==> src/rtl/mux16_1_wide_reg.sv <==
// 16:1 wide multiplexer built as a balanced tree of 2:1 muxes, with a
// registered copy of the selected word.
//
// mux2_1_wide      : purely combinational 2:1 word select.
// mux16_1_wide_reg : four levels of mux2_1_wide (sel[0] nearest the inputs,
//                    sel[3] at the root) driving out, plus a single
//                    always-loading register for out_q.

module mux2_1_wide #(
   parameter int WIDTH = 64
) (
   output logic [WIDTH-1:0] out,
   input  logic [WIDTH-1:0] in [0:1],
   input  logic             sel
);

   assign out = sel ? in[1] : in[0];

endmodule

module mux16_1_wide_reg #(
   parameter int WIDTH = 64
) (
   input  logic             clk,
   input  logic             reset_n,
   input  logic [WIDTH-1:0] in [0:15],
   input  logic [3:0]       sel,
   output logic [WIDTH-1:0] out,
   output logic [WIDTH-1:0] out_q
);

   logic [WIDTH-1:0] w_l1 [0:7];
   logic [WIDTH-1:0] w_l2 [0:3];
   logic [WIDTH-1:0] w_l3 [0:1];
   logic [WIDTH-1:0] r_out_q;

   // Level 1: adjacent input pairs, selected by sel[0]
   for (genvar k = 0; k < 8; k++) begin : g_lvl1
      logic [WIDTH-1:0] w_pair [0:1];
      assign w_pair[0] = in[2*k];
      assign w_pair[1] = in[2*k+1];
      mux2_1_wide #(.WIDTH(WIDTH)) u_mux (
         .out (w_l1[k]),
         .in  (w_pair),
         .sel (sel[0])
      );
   end

   // Level 2: selected by sel[1]
   for (genvar k = 0; k < 4; k++) begin : g_lvl2
      logic [WIDTH-1:0] w_pair [0:1];
      assign w_pair[0] = w_l1[2*k];
      assign w_pair[1] = w_l1[2*k+1];
      mux2_1_wide #(.WIDTH(WIDTH)) u_mux (
         .out (w_l2[k]),
         .in  (w_pair),
         .sel (sel[1])
      );
   end

   // Level 3: selected by sel[2]
   for (genvar k = 0; k < 2; k++) begin : g_lvl3
      logic [WIDTH-1:0] w_pair [0:1];
      assign w_pair[0] = w_l2[2*k];
      assign w_pair[1] = w_l2[2*k+1];
      mux2_1_wide #(.WIDTH(WIDTH)) u_mux (
         .out (w_l3[k]),
         .in  (w_pair),
         .sel (sel[2])
      );
   end

   // Level 4 (root): selected by sel[3], drives the combinational output
   logic [WIDTH-1:0] w_root [0:1];
   assign w_root[0] = w_l3[0];
   assign w_root[1] = w_l3[1];

   mux2_1_wide #(.WIDTH(WIDTH)) u_mux_root (
      .out (out),
      .in  (w_root),
      .sel (sel[3])
   );

   // Output register: loads every cycle, cleared asynchronously by reset
   always_ff @(posedge clk or negedge reset_n) begin
      if (!reset_n) r_out_q <= '0;
      else          r_out_q <= out;
   end

   assign out_q = r_out_q;

endmodule

==> config.mk <==
export PLATFORM = sky130hd
export DESIGN_NAME = mux16_1_wide_reg
export DESIGN_NICKNAME = d
export VERILOG_FILES = /design/src/rtl/mux16_1_wide_reg.sv
export SDC_FILE = /design/constraint.sdc
export NUM_CORES = 1
export LEC_CHECK = 0
export CAP_MARGIN = 20
export CORE_AREA = 2 2 445 447
export DETAILED_ROUTE_END_ITERATION = 8
export DIE_AREA = 0 0 447 449
export GPL_ROUTABILITY_DRIVEN = 0
export PLACE_DENSITY = 0.31
export SETUP_SLACK_MARGIN = 0.4
export SLEW_MARGIN = 20
export SYNTH_ARGS = -nofsm -noshare
export SYNTH_HDL_FRONTEND = slang
export SYNTH_HIERARCHICAL = 1
export SYNTH_SLANG_ARGS = --single-unit
==> constraint.sdc <==
create_clock -name clk -period 2.8 [get_ports clk]
set_input_delay 0.28 -clock clk [delete_from_list [all_inputs] [get_ports clk]]
set_output_delay 0.28 -clock clk [all_outputs]
set_load 0.05 [all_outputs]
== Yosys cells after proc, flatten, opt, wreduce, memory -nomap -nowiden ==
Cells that the tools add are included.
Operators by class
  muxes and demuxes: 15
Operators with widths (number)
  2-to-1 mux 64 bit: 15
Word-level totals
  register bits: 64
  bits of input ports: 1030
  output and inout port bits: 128
  logic and storage cells: 16

== Depth between registers and ports, before layout ==
  depth in word-level cells: 4
  mapped depth: 6
  depth with buffers taken out: 4

== Cells and area by module ==
The synthesis kept the hierarchy.
By module, submodules not included
  mux2_1_wide: times used 15, cells each 71, area an instance 1077.3 um^2, sequential area each 0.0 um^2
  mux16_1_wide_reg: times used 1, cells each 64, area an instance 1601.5 um^2, sequential area each 1601.5 um^2

== Worst setup path after synthesis ==
Ideal clock, no wire load.
  kind: input-to-output
  start point: in sel[0]
  end point: out out[10]
  data arrival time: 1.761 ns
  data required time: 2.520 ns
  slack: 0.759 ns
  stages: 6
  buffers on the path: 2
  cells stage by stage: buf_6 -> buf_12 -> mux2_4 -> mux2_4 -> mux2_4 -> mux2_4
RTL lines
  from (decl): line 27  | input logic [3:0] sel,
  to (decl): line 28  | output logic [WIDTH-1:0] out,

==> reports/summary.txt <==
Gr ovfl total = 0
Synth Register Bits = 64
PortBufs = 1157
Most frequent cells in the layout = clkdlybuf4s50_1 (1087), mux2_4 (910), buf_4 (108)
Placement Rows = 163
Io pins = 1158
Largest register FFs = 64
Ys Warns = 6
Area grow syn2layout = 93.6%
Ratio of cells with drive above 1 in the final layout = 0.522
Final ANT Viol Nets = 0
First-pass GRT wire length = 157 mm
Min cycle time layout = 2.64 ns
Die Height = 449 um
LEAKAGE = 14.9 nW
Crit path DAT = 2.36 ns
Worst-Margin Slew = 0.775 ns
Max Fclk = 378 MHz
Required @ worst endpoint = 2.52 ns
DP Area = 0.0319 mm2
Max stage delay on crit path = 0.31 ns
Routed wire length = 129 mm
Via Count = 14384
Post-route DRC = 0
Final Hold Slack = 0.332 ns
Clock root cell = clkbuf_16
Largest net degree at the start of global routing = 44
Status = finished clean
Final Setup Violations = 0
Post-Syn Instances = 1129
Post-route cell area = 0.0344 mm2
Vias in the first global route = 15770
CP dominant cell by count = mux2_4
CTS Buffer Depth = 2
Syn Area/Cell = 15.7 um2
Net Count, Synth = 2159
Clock Sinks = 64
Initial core utilization = 0.0905
Distinct cells, synth = 5
Buffers and inverters on the worst path = 5
Family with the most delay on the worst path = multiplexers
Critical path's slowest cell = mux2_4
Fin nets = 3434
Synth Cell Area = 0.0178 mm2
CP startpoint kind = input port
Die Area = 0.201 mm2
Relative slew slack = 0.482
Sequential share of the synthesized area = 0.0902
Period utilization = 0.945
CP Max Fanout = 8
Worst-path cell chain = buf_16, buf_16, buf_16, clkbuf_16, mux2_4, mux2_4, mux2_4, mux2_4, buf_6
Via/cell ratio = 2.84
Average wire per standard cell = 25.4 um
CTS tree = done
DR iter-0 viols = 426
Max-slew violation count = 0
Worst Setup End Kind = output pin
Core footprint = 0.196 mm2
Pwr/cell area = 291 mW/mm2
H-tree depth = 3
Unrepaired setup endpoints after global routing = true
Placed wire-length estimate = 109 mm
CTS clk-pin slew, worst paths = 0.14 ns
Initial antenna violation count = 35
DRT Pass-1 Iters = 4
Peak VDD IR = 0.000349 V
Setup TNS = 0 ns
Most common cell after layout, fill and taps aside = clkdlybuf4s50_1
Hold Crit Class = in2async
Pre-CTS setup slack = 0.0549 ns
Chip width = 447 um
Hold Vio Cnt, Final = 0
Global Route Usage Sum = 0.120
Setup ws final = 0.155 ns
CTS buffer count = 9
End-of-flow core utilization = 0.175
Total of max-cap violations = 0
Setup CP Type = in2out
-- kinds of logic after synthesis --
group                  synth area share
buffers and inverters             0.111
flip-flops                       0.0902
multiplexers                      0.799
-- repair_timing --
item,4_1_cts,5_1_grt
gates cloned,10,18
setup endpoints to repair,64,64
pin swaps,0,0
setup buffers,19,41
hold buffers,1,0
hold endpoints to repair,24,0
resized for setup,75,122
-- power by group --
part           switching [mW]  internal [mW]  total, mW
Sequential             0.0458           1.06       1.11
Combinational            3.05           4.22       7.27
Clock                   0.806          0.810       1.62
Total                    3.90           6.09       9.99
-- synthesized netlist by cell type --
master	count	area, um2
mux2_4	900	13500
buf_12	90	1800
dfrtp_1	64	1600
mux2_2	60	676
buf_6	15	169
-- final timing paths --
kind | from | end | slack [ns] | cells past startpoint
worst min-delay path | reset_n | out_q[57] | 0.33 | 2
min in group clk | sel[3] | out_q[54] | 0.36 | 2
worst max-delay path | sel[0] | out[13] | 0.16 | 9
max in group asynchronous | reset_n | out_q[61] | 1.67 | 3
-- area by class of cell --
class                           instances  area [um2]
Antenna cell                           14        35.0
Clock buffer                           10         239
Multi-Input combinational cell        960       14200
Tap cell                             2640        3300
Clock inverter                          6        92.6
Fill cell                           21693      162000
Sequential cell                        64        1600
Timing Repair Buffer                 1369       14900
-- per-layer routing --
metal / vias up / global-route usage / share of wire
li1: 6845 / - / -
met1: 6985 / 0.139 / 0.41
met2: 484 / 0.221 / 0.52
met3: 50 / 0.0311 / 0.062
met4: 20 / 0.0200 / 0.0091
met5: - / 0 / 0.0010
-- per-stage QoR --
step | instances | power (mW)
after CTS | 4990 | 9.91
final | 5063 | 9.99
after detailed placement | 4944 | 7.93
after floorplan | 1129 | 4.96
after global placement | 4944 | 7.96
after global routing | 5056 | 10.5
Power figures use the tool's default switching activity.
